File: src/rtl/debounce_bank.sv
// debounce_bank
//   Bank of independent push-button debouncers with press/release edge pulses
//   and per-channel auto-repeat while a button is held.
//
// Parameters
//   NUM_CH        number of button channels (1..32)
//   STABLE_CYCLES consecutive synchronized samples needed to accept a new level
//   REPEAT_DELAY  cycles from the press pulse to the first repeat pulse
//   REPEAT_PERIOD cycles between subsequent repeat pulses
//
// Ports
//   src_clk       sole clock, rising edge
//   src_rst       asynchronous active-high reset
//   button        raw asynchronous button levels (active-high)
//   repeat_en     per-channel auto-repeat enable (src_clk domain)
//   deb_level     debounced, registered level
//   press_pulse   one-cycle pulse, coincident with the first cycle deb_level reads 1
//   release_pulse one-cycle pulse, coincident with the first cycle deb_level reads 0
//   repeat_pulse  one-cycle auto-repeat pulse while held and enabled
module debounce_bank #(
    parameter int unsigned NUM_CH        = 4,
    parameter int unsigned STABLE_CYCLES = 1000,
    parameter int unsigned REPEAT_DELAY  = 50000000,
    parameter int unsigned REPEAT_PERIOD = 10000000
) (
    input  logic              src_clk,
    input  logic              src_rst,
    input  logic [NUM_CH-1:0] button,
    input  logic [NUM_CH-1:0] repeat_en,
    output logic [NUM_CH-1:0] deb_level,
    output logic [NUM_CH-1:0] press_pulse,
    output logic [NUM_CH-1:0] release_pulse,
    output logic [NUM_CH-1:0] repeat_pulse
);

    localparam int unsigned SCW  = $clog2(STABLE_CYCLES) + 1;
    localparam int unsigned HMAX = (REPEAT_DELAY > REPEAT_PERIOD) ? REPEAT_DELAY : REPEAT_PERIOD;
    localparam int unsigned HCW  = $clog2(HMAX) + 1;

    localparam logic [SCW-1:0] STAB_LAST = SCW'(STABLE_CYCLES - 1);
    localparam logic [HCW-1:0] DLY_LAST  = HCW'(REPEAT_DELAY - 1);
    localparam logic [HCW-1:0] PER_LAST  = HCW'(REPEAT_PERIOD - 1);

    logic [NUM_CH-1:0] sync1_q, sync2_q;
    logic [NUM_CH-1:0] deb_q, deb_d;
    logic [NUM_CH-1:0] press_q, press_d;
    logic [NUM_CH-1:0] release_q, release_d;
    logic [NUM_CH-1:0] repeat_q, repeat_d;
    // 0: waiting out the initial delay, 1: waiting out a repeat period
    logic [NUM_CH-1:0] phase_q, phase_d;
    logic [SCW-1:0]    stab_q [NUM_CH];
    logic [SCW-1:0]    stab_d [NUM_CH];
    logic [HCW-1:0]    hold_q [NUM_CH];
    logic [HCW-1:0]    hold_d [NUM_CH];

    always_comb begin
        logic accept;
        accept    = 1'b0;
        deb_d     = deb_q;
        press_d   = '0;
        release_d = '0;
        repeat_d  = '0;
        phase_d   = phase_q;
        stab_d    = stab_q;
        hold_d    = hold_q;
        for (int unsigned ch = 0; ch < NUM_CH; ch++) begin
            accept = 1'b0;

            // Qualification: any sample matching the accepted level restarts it.
            if (sync2_q[ch] == deb_q[ch]) begin
                stab_d[ch] = '0;
            end else if (stab_q[ch] == STAB_LAST) begin
                stab_d[ch]    = '0;
                deb_d[ch]     = sync2_q[ch];
                press_d[ch]   = sync2_q[ch];
                release_d[ch] = ~sync2_q[ch];
                accept        = 1'b1;
            end else begin
                stab_d[ch] = stab_q[ch] + 1'b1;
            end

            // Hold timing restarts on the accepting edge, so a repeat can never
            // land on a press or release cycle; the hold counter is zero during
            // the press cycle and during the first cycle repeat_en reads high.
            if (!deb_q[ch] || !repeat_en[ch] || accept) begin
                hold_d[ch]  = '0;
                phase_d[ch] = 1'b0;
            end else if (hold_q[ch] == (phase_q[ch] ? PER_LAST : DLY_LAST)) begin
                hold_d[ch]   = '0;
                phase_d[ch]  = 1'b1;
                repeat_d[ch] = 1'b1;
            end else begin
                hold_d[ch] = hold_q[ch] + 1'b1;
            end
        end
    end

    always_ff @(posedge src_clk or posedge src_rst) begin
        if (src_rst) begin
            sync1_q   <= '0;
            sync2_q   <= '0;
            deb_q     <= '0;
            press_q   <= '0;
            release_q <= '0;
            repeat_q  <= '0;
            phase_q   <= '0;
            stab_q    <= '{default: '0};
            hold_q    <= '{default: '0};
        end else begin
            // Two-flop synchronizer; nothing else looks at button.
            sync1_q   <= button;
            sync2_q   <= sync1_q;
            deb_q     <= deb_d;
            press_q   <= press_d;
            release_q <= release_d;
            repeat_q  <= repeat_d;
            phase_q   <= phase_d;
            stab_q    <= stab_d;
            hold_q    <= hold_d;
        end
    end

    assign deb_level     = deb_q;
    assign press_pulse   = press_q;
    assign release_pulse = release_q;
    assign repeat_pulse  = repeat_q;

endmodule
File: config.mk
export PLATFORM = sky130hd
export DESIGN_NAME = debounce_bank
export DESIGN_NICKNAME = d
export VERILOG_FILES = /design/src/rtl/debounce_bank.sv
export SDC_FILE = /design/constraint.sdc
export NUM_CORES = 1
export LEC_CHECK = 0
export BUFFER_PORTS_ARGS = -buffer_cell sky130_fd_sc_hd__buf_2
export CAP_MARGIN = 5
export CORE_MARGIN = 2
export CORE_UTILIZATION = 60
export DETAILED_ROUTE_END_ITERATION = 12
export GPL_ROUTABILITY_DRIVEN = 1
export PLACE_DENSITY = 0.77
export REMOVE_ABC_BUFFERS = 1
export SLEW_MARGIN = 10
export SYNTH_ARGS = -nofsm -noshare
export SYNTH_HDL_FRONTEND = slang
export SYNTH_SLANG_ARGS = --single-unit
File: constraint.sdc
create_clock -name src_clk -period 9 [get_ports src_clk]
set_input_delay 0.45 -clock src_clk [delete_from_list [all_inputs] [get_ports src_clk]]
set_output_delay 0.45 -clock src_clk [all_outputs]
set_load 0.02 [all_outputs]
==> results of run 1 <==
cell type report:
| class | count | area [um2] | share of cell area [%] |
|---|---|---|---|
| sequential | 180 | 4500 | 46.4 |
| multi-input combinational | 634 | 4120 | 42.5 |
| clock buffer | 22 | 484 | 4.99 |
| tap | 184 | 230 | 2.37 |
| timing repair buffer | 32 | 178 | 1.83 |
| clock inverter | 10 | 95.1 | 0.981 |
| inverter | 21 | 83.8 | 0.864 |
routing by layer:
layer  vias to the layer above  GRT usage, %
li1                       3242             -
met1                      3358          31.8
met2                       131          38.8
met3                        14          4.92
met4                         0          6.21
met5                         -             0
worst register-to-register path, delay by kind of cell, from the launching register on:
kind            cells  cell delay (ps)
flops               1              440
buf+inv             1              360
simple gates        2              710
compound gates      2              920
logic make-up after synthesis:
kind of cell               after synthesis
AOI/OAI and AO/OA                      108
xor gates and xnor gates                92
adders and majority gates                8
buffers and inverters                   59
DFF                                    180
muxes                                    4
and+or+nand+nor                        422
synthesized netlist by cell type, drive strengths merged (5+ instances only):
cell type | n | area (um2)
nor4 | 14 | 87.6
inv | 21 | 78.8
xor2 | 30 | 263
ha | 8 | 100
clkbuf | 20 | 75.1
nand3 | 53 | 265
and3 | 10 | 62.6
or4 | 35 | 274
nand2 | 48 | 180
nand4 | 32 | 234
nor3 | 82 | 410
nor3b | 12 | 90.1
dfrtp | 180 | 4500
or4b | 5 | 50.1
o31ai | 20 | 150
and4 | 7 | 61.3
a211oi | 49 | 373
o21ai | 26 | 130
buf | 18 | 95.1
or3 | 34 | 213
xnor2 | 62 | 543
nor2 | 62 | 233
nand4b | 9 | 78.8
power groups by stage:
stage / clock (W) / sequential, W / combinational, W
2_1_floorplan: 0 / 0.000834 / 0.0000208
3_3_place_gp: 0 / 0.000835 / 0.0000285
3_5_place_dp: 0 / 0.000835 / 0.0000302
4_1_cts: 0.000741 / 0.000820 / 0.0000303
5_1_grt: 0.000775 / 0.000821 / 0.0000350
6_report: 0.000727 / 0.000820 / 0.0000289
stage by stage:
stage / hold slack, ps / utilization, % / std cells / area [um2] / setup WS, ps
global placement: 333 / 63.0 / 1051 / 9120 / 6590
floorplan: 331 / - / 835 / 8700 / 3660
CTS: 110 / 67.0 / 1083 / 9700 / 6420
global route: 107 / 67.0 / 1083 / 9700 / 6280
detailed placement: 339 / 63.0 / 1051 / 9120 / 6450
finish: 127 / 67.0 / 1083 / 9700 / 6440
path summary, 6_finish.rpt:
check                                       end  cells after the start                  from
min reg2reg                sync2_q[1]$_DFF_PP0_                      0  sync1_q[1]$_DFF_PP0_
max                        hold_q[95]$_DFF_PP0_                      5  hold_q[90]$_DFF_PP0_
max in group asynchronous   hold_q[7]$_DFF_PP0_                      3               src_rst
min in group asynchronous  hold_q[73]$_DFF_PP0_                      2               src_rst
min                        sync1_q[1]$_DFF_PP0_                      1             button[1]
max reg2reg                hold_q[95]$_DFF_PP0_                      5  hold_q[90]$_DFF_PP0_
==> results.cfg, run 1 <==
[detailed_routing]
wl_met2_um = 8680
drc = 0
met1_length_um = 7880
drtAntennaViolNets = 0
dr.pass1.iters = 5
wl_met3_um = 770
drtIter0Drc = 598
via_count = 6745
via_per_inst = 6.23
top_layer = met4
wirelength_um = 17500
wl_per_cell_um = 16.1

[clock_tree]
clockRootBuffer = clkbuf_16
clk_latency_ps = 420
clk_path_buf_depth = 2
cts_sinks = 180
cts_hold_buf = 0
post_cts_resize_count = 0
post_cts_buffers = 0
cts.clk_slew.worst_paths_ps = 70
ctsHtreeMaxLevel = 4
cts_tree = done
cts_buffers = 17

[power_and_ir_drop]
netSwitchingFraction_pct = 21.7
intPower_w = 0.00123
clock_power_share_pct = 46.1
powerDensity_mw_per_mm2 = 163
share_seq_of_total_power_pct = 52.0
p_switching_w = 0.000341
power_w = 0.00158
power_frac_comb_pct = 1.8
irDropWorstVdd_mv = 0.124
leakagePower_nw = 3.66

[grt]
grt_pass1_vias = 6764
grt_pass1_wl_um = 30900
grt_antenna_before_repair = 0
gr-total-overflow = 0
grt_usage_pct = 23.5
grt_max_degree = 115

[logic_synthesis]
ys_seq_area_share_pct = 50.8
synth-xor-area-share_pct = 9.08
synth_adder_area_share_pct = 1.13
ys_seq_elements = 180
synth_top_family_by_area = simple AND/OR/NAND/NOR gates
synth_mux_area_share_pct = 0.508
synthFlopType = dfrtp_1
synth_cell_types = 47
yosys.area_share.simple_pct = 26.8
synth_warnings = 0
netlist_area_mm2 = 0.00887
synth_compound_area_share_pct = 8.90
synth_edf_count = 0
netlist_instances = 873
async_reset_ff_share_pct = 100
syn-mean-instance-area_um2 = 10.2

[floorplan]
start_util_pct = 61.3
die_w_um = 126
coreArea_mm2 = 0.0145
io_pins = 26
die-area_mm2 = 0.0158
rows = 44
fp.dieH_um = 126

[critical_path]
cp_cell_sequence = nand4b_1 -> or4_1 -> a211oi_2 -> buf_4 -> a211oi_1
cp_top_family = compound AO/OA/AOI/OAI gates
crit_path_end_kind = register
cp_max_fo = 15
path_class = reg2reg
cp.required_ps = 9290
slowest_delay_ps = 830
critPathSlowestCell = a211oi_2
critPathBufInv = 1
start_kind = register
arrival_ps = 2860
r2r_slack_ps = 6440

[timing]
fin_crit_sh_pct = 28.5
fmax_ghz = 0.390
drv_slew = 0
min_period_ps = 2560
slew_headroom_pct = 29.8
hold_viol = 0
worstMarginPinSlew_ps = 1050
clock_skew_ps = 8.59
rsz0062_at_grt = false
finalSetupTns_ps = 0
setup_viol = 0

[cells_and_area]
largest-register = hold_q
final_common_cell = dfrtp_1
synthToLayoutAreaGrowth_pct = 9.32
largest_reg_flops = 108
final_nets = 904
nFillCells = 1103
diodes = 0
drive_gt1_share_pct = 9.57
layout_common_cells = dfrtp_1, nor3_1, xnor2_1, nor2_1, nand3_1
largestRegisters = hold_q (108), stab_q (44)

[status]
status = complete, no violations

[place]
io_buffer_count = 25
place_congestion = 0.885
dp.final_hpwl_um = 11400

[run]
maxCapViolCount = 0

[hold_path]
hold_class = in2reg
Note: power is estimated with default switching activity, not from simulation.
==> run 2, diff against run 1 <==
- ABC_AREA: not set -> 1
- clock period: 9 -> 2.5 ns (I/O delays scaled with it)
==> run 2 against run 1 <==
Compared with the run above: clock skew rose by 1.4 ps; clock-buffer cell count fell by 4; fmax rose by 40%; critical path depth rose by 2; cell area rose by 18%; sequential power rose to 3.6 times the previous value; synthesized cell count rose by 71%; clock power rose to 4.0 times the previous value; setup slack got worse by 5800 ps; cell count rose by 64%; die area rose by 17%; critical path type unchanged.
==> results.cfg, run 2 <==
[hold_path]
hold_class = in2reg

[power_and_ir_drop]
share_seq_of_total_power_pct = 49.3
netSwitchingFraction_pct = 21.7
irDropWorstVdd_mv = 0.531
intPower_w = 0.00468
power_frac_comb_pct = 2.1
clock_power_share_pct = 48.6
powerDensity_mw_per_mm2 = 521
leakagePower_nw = 4.86
p_switching_w = 0.00130

[clock_tree]
post_cts_buffers = 0
clk_latency_ps = 440
clk_path_buf_depth = 2
cts_sinks = 180
cts.clk_slew.worst_paths_ps = 70
cts_tree = done
ctsHtreeMaxLevel = 4
cts_buffers = 17
clockRootBuffer = clkbuf_16
post_cts_resize_count = 0

[logic_synthesis]
synth.top_cell.area_share_pct = 43.2
async_reset_ff_share_pct = 100
syn-mean-instance-area_um2 = 6.96
synth_edf_count = 0
synth_top_area_cell = dfrtp_1
ys_seq_elements = 180
synth_common_cells = nand2_1, nor2_1, dfrtp_1, inv_1, nand3_1
netlist_area_mm2 = 0.0104
synthMostInstantiatedCell = nand2_1
ys_seq_area_share_pct = 43.2
synthFlopType = dfrtp_1
synth_warnings = 0
ys_top_cells_by_area = dfrtp_1, nand2_1, nor2_1
netlist_instances = 1497
synth_cell_types = 32

[cells_and_area]
nFillCells = 1518
layout_common_cells = nand2_1, nor2_1, dfrtp_1
drive_gt1_share_pct = 7.55
largest_reg_flops = 108
synthToLayoutAreaGrowth_pct = 10.0
largest-register = hold_q
largestRegisters = hold_q (108), stab_q (44)
final_nets = 1555
diodes = 0
fin_cells = 1775
final_common_cell = nand2_1
fin_util_pct = 67.0

[floorplan]
coreArea_mm2 = 0.0171
io_pins = 26
die_w_um = 136
fp.dieH_um = 136
rows = 48
start_util_pct = 60.9
die-area_mm2 = 0.0184

[grt]
gr-total-overflow = 0
grt_pass1_vias = 8807
grt_antenna_before_repair = 0
grt_usage_pct = 27.1
grt_max_degree = 83
grt_pass1_wl_um = 40200

[status]
status = complete, no violations

[critical_path]
r2r_slack_ps = 660
cp.required_ps = 2850
arrival_ps = 2180
path_class = reg2reg
critPathSlowestCell = dfrtp_1
cp_cell_sequence = ha_1 -> nand3_1 -> nand3b_1 -> nor2_2 -> nor2_4 -> clkinv_1 -> a21oi_1
slowest_delay_ps = 410
cp_max_fo = 9
crit_path_end_kind = register
start_kind = register

[detailed_routing]
via_per_inst = 5.25
via_count = 9319
wl_per_cell_um = 13.3
drtAntennaViolNets = 0
wirelength_um = 23600
drc = 0
drtIter0Drc = 774
dr.pass1.iters = 5

[timing]
min_period_ps = 1840
worstMarginPinSlew_ps = 556
finalHoldWorstSlack_ps = 55.3
fmax_ghz = 0.545
slew_headroom_pct = 62.9
setup_viol = 0
fin_crit_sh_pct = 73.4
rsz0062_at_grt = false
drv_slew = 0
finalSetupTns_ps = 0
hold_viol = 0
fin_ws_ps = 665
clock_skew_ps = 10.0

[place]
io_buffer_count = 25
dp_cells = 1738
dp.final_hpwl_um = 17600
pre_cts_ws_ps = 723
place_congestion = 0.979

[run]
maxCapViolCount = 0
## run 2: cell count changes after synthesis, sizes merged, moves of 46 or more
cell | before | now
xnor2 | 62 | 16
a211oi | 49 | 0
nand2 | 48 | 448
nor2 | 62 | 395
nor3 | 82 | 34
inv | 21 | 180
## run 2: stage by stage
stage / cell area, um2 / power, W
final: 11500 / 0.00598
after detailed placement: 10800 / 0.00313
after CTS: 11500 / 0.00604
after global routing: 11500 / 0.00616
after global placement: 10800 / 0.00313
after floorplan: 10300 / 0.00309
## run 2: what timing repair did
| item | in CTS | in global routing |
|---|---|---|
| hold buffers | 5 | 0 |
| setup endpoints to repair | 0 | 0 |
| endpoints found under the hold margin | 83 | 0 |
## run 2: worst max-delay path: cells and delay by family (launching register included)
family                   cells  cell delay (ps)
AO/OA/AOI/OAI                1              260
adder cells (fa/ha/maj)      1              240
buffers and inverters        1              320
flip-flops                   1              410
AND/OR/NAND/NOR              4              510
## run 2: kinds of logic after synthesis
| family | count (synthesis) | synth area share [%] |
|---|---|---|
| xor+xnor | 62 | 5.21 |
| flops | 180 | 43.2 |
| simple gates | 1014 | 41.2 |
| buf+inv | 194 | 7.48 |
| fa+ha+maj | 8 | 0.960 |
| compound gates | 39 | 1.92 |
## run 2: power by group through the flow
| stage | combinational [W] | sequential [W] | clock (W) |
|---|---|---|---|
| floorplan | 0.0000854 | 0.00300 | 0 |
| global placement | 0.000124 | 0.00300 | 0 |
| detailed placement | 0.000127 | 0.00300 | 0 |
| CTS | 0.000133 | 0.00295 | 0.00296 |
| global route | 0.000151 | 0.00295 | 0.00305 |
| finish | 0.000127 | 0.00295 | 0.00290 |
## run 2: layer usage
metal	GRT usage (%)	routed length (um)	up-vias
met5	0	0	-
met1	35.7	10600	4274
met4	10.5	648	0
li1	-	-	4679
met3	4.18	1150	67
met2	45.2	11200	299
## run 2: area by class of cell
type	count	area [um2]	share of cell area [%]
flip-flops and latches	180	4500	39.3
clock inverters	14	196	1.71
inverters	181	689	6.01
repair buffers	34	218	1.90
clock buffers	18	439	3.83
multi-input cells	1123	5140	44.8
well taps	225	282	2.45
## run 2: final timing paths
path / from / end / cells after the start
max: stab_q[11]$_DFF_PP0_ / phase_q[2]$_DFFE_PP0P_ / 7
min: repeat_en[2] / hold_q[29]$_DFF_PP0_ / 3
min in group asynchronous: src_rst / hold_q[9]$_DFF_PP0_ / 3
max in group asynchronous: src_rst / repeat_pulse[0]$_DFF_PP0_ / 4
max reg2reg: stab_q[11]$_DFF_PP0_ / phase_q[2]$_DFFE_PP0P_ / 7
min reg2reg: sync1_q[0]$_DFF_PP0_ / sync2_q[0]$_DFF_PP0_ / 0
==> run 3, diff against run 2 <==
- clock period: 2.5 -> 1.7 ns (I/O delays scaled with it)
==> run 3 against run 2 <==
Compared with the run above: fmax is 13% higher; largest cell class unchanged; combinational power is 59% higher; clock skew hardly changed; sequential cell count stayed put; largest power group unchanged; non-clock buffer count is 26 higher.
==> results.cfg, run 3 (synthesized netlist as in run 2, its figures left out) <==
[critical_path]
start_kind = register
path_class = reg2reg
rr_worst_depth = 7
r2r_slack_ps = 70
cp.required_ps = 2060
timing.rr.end = repeat_pulse[2]$_DFF_PP0_
cp_max_fo = 5
arrival_ps = 1980
crit_start = stab_q[11]$_DFF_PP0_
crit_end = repeat_pulse[2]$_DFF_PP0_
r2r_start = stab_q[11]$_DFF_PP0_
crit_path_end_kind = register

[cells_and_area]
stdcell_area_mm2 = 0.0117
largest-register = hold_q
final_common_cell = nand2_1
diodes = 0
synthToLayoutAreaGrowth_pct = 12.4
largest_reg_flops = 108
layout_common_cells = nand2_1, nor2_1, dfrtp_1
largestRegisters = hold_q (108), stab_q (44)
final_nets = 1582
drive_gt1_share_pct = 9.77

[power_and_ir_drop]
powerDensity_mw_per_mm2 = 722
power_w = 0.00846
leakagePower_nw = 4.98
irDropWorstVdd_mv = 0.942

[floorplan]
start_util_pct = 60.9
die-area_mm2 = 0.0184
rows = 48
io_pins = 26
coreArea_mm2 = 0.0171
fp.dieH_um = 136
die_w_um = 136

[detailed_routing]
drc = 0
wirelength_um = 24200
dr.pass1.iters = 6
drtAntennaViolNets = 0
via_count = 9437
drtIter0Drc = 826
wl_per_cell_um = 13.5
via_per_inst = 5.24

[clock_tree]
clockRootBuffer = clkbuf_16
clk_latency_ps = 440
ctsHtreeMaxLevel = 4
cts_buffers = 17
clk_path_buf_depth = 2
cts_tree = done
cts.clk_slew.worst_paths_ps = 70
cts_sinks = 180

[hold_path]
hold_class = in2reg

[grt]
grt_pass1_wl_um = 40800
grt_antenna_before_repair = 0
grt_pass1_vias = 8823
grt_usage_pct = 27.6
gr-total-overflow = 0
grt_max_degree = 52

[timing]
clock_skew_ps = 9.61
fmax_ghz = 0.614
worstMarginPinSlew_ps = 385
finalSetupTns_ps = 0
hold_viol = 0
min_period_ps = 1630
rsz0062_at_grt = true
drv_slew = 0
finalHoldWorstSlack_ps = 74.0
fin_crit_sh_pct = 95.8
setup_viol = 0
slew_headroom_pct = 74.3
fin_ws_ps = 71.6

[place]
pre_cts_ws_ps = 4.19
dp.final_hpwl_um = 17900
place_congestion = 0.990
placedInstanceArea_mm2 = 0.0110
io_buffer_count = 25

[run]
maxCapViolCount = 0

[status]
status = complete, no violations
## run 3: area by class of cell
class                           count  area (um2)
Clock buffer                       18         439
Clock inverter                     14         146
Fill cell                        1451        5390
Inverter                          181         696
Multi-Input combinational cell   1123        5220
Sequential cell                   180        4510
Tap cell                          225         282
Timing Repair Buffer               60         432
Timing Repair inverter              1        7.51
## run 3: how the worst min path moves through the flow
stage	cells after the start	startpoint	end
after CTS	5	repeat_en[0]	hold_q[103]$_DFF_PP0_
after floorplan	0	button[0]	sync1_q[0]$_DFF_PP0_
after global placement	2	src_rst	sync1_q[2]$_DFF_PP0_
final	5	repeat_en[0]	hold_q[103]$_DFF_PP0_
after detailed placement	2	src_rst	sync1_q[2]$_DFF_PP0_
after global routing	5	repeat_en[0]	hold_q[103]$_DFF_PP0_
## run 3: worst max-delay path: stages, from the launching register on
cell and delay (ps):
dfrtp_1 400, ha_2 210, nand3_1 80, nand3b_1 190, nor2_4 70, nor2_4 250
clkinvlp_4 210, nor2_1 140
## run 3: through the flow
step / std cells / util, %
2_1_floorplan: 1484 / -
3_3_place_gp: 1761 / 64.1
3_5_place_dp: 1761 / 64.1
4_1_cts: 1799 / 67.9
5_1_grt: 1802 / 68.5
6_report: 1802 / 68.5
## run 3: per-layer routing
metal	vias to the layer above	share of wire, %	track usage (%)
li1	4736	-	-
met1	4356	45	37.0
met2	288	48	45.7
met3	57	4.7	4.70
met4	0	2.2	9.03
met5	-	0	0
## run 3: power breakdown
group | switching (W) | internal [W]
combinational | 0.000142 | 0.0000597
clock | 0.00182 | 0.00211
sequential | 0.0000232 | 0.00431
## run 3: repair_timing
action / 4_1_cts / 5_1_grt
setup buffers: 0 / 2
resized for setup: 0 / 22
hold endpoints to repair: 52 / 0
endpoints found under the setup margin: 0 / 73
hold buffers: 6 / 0
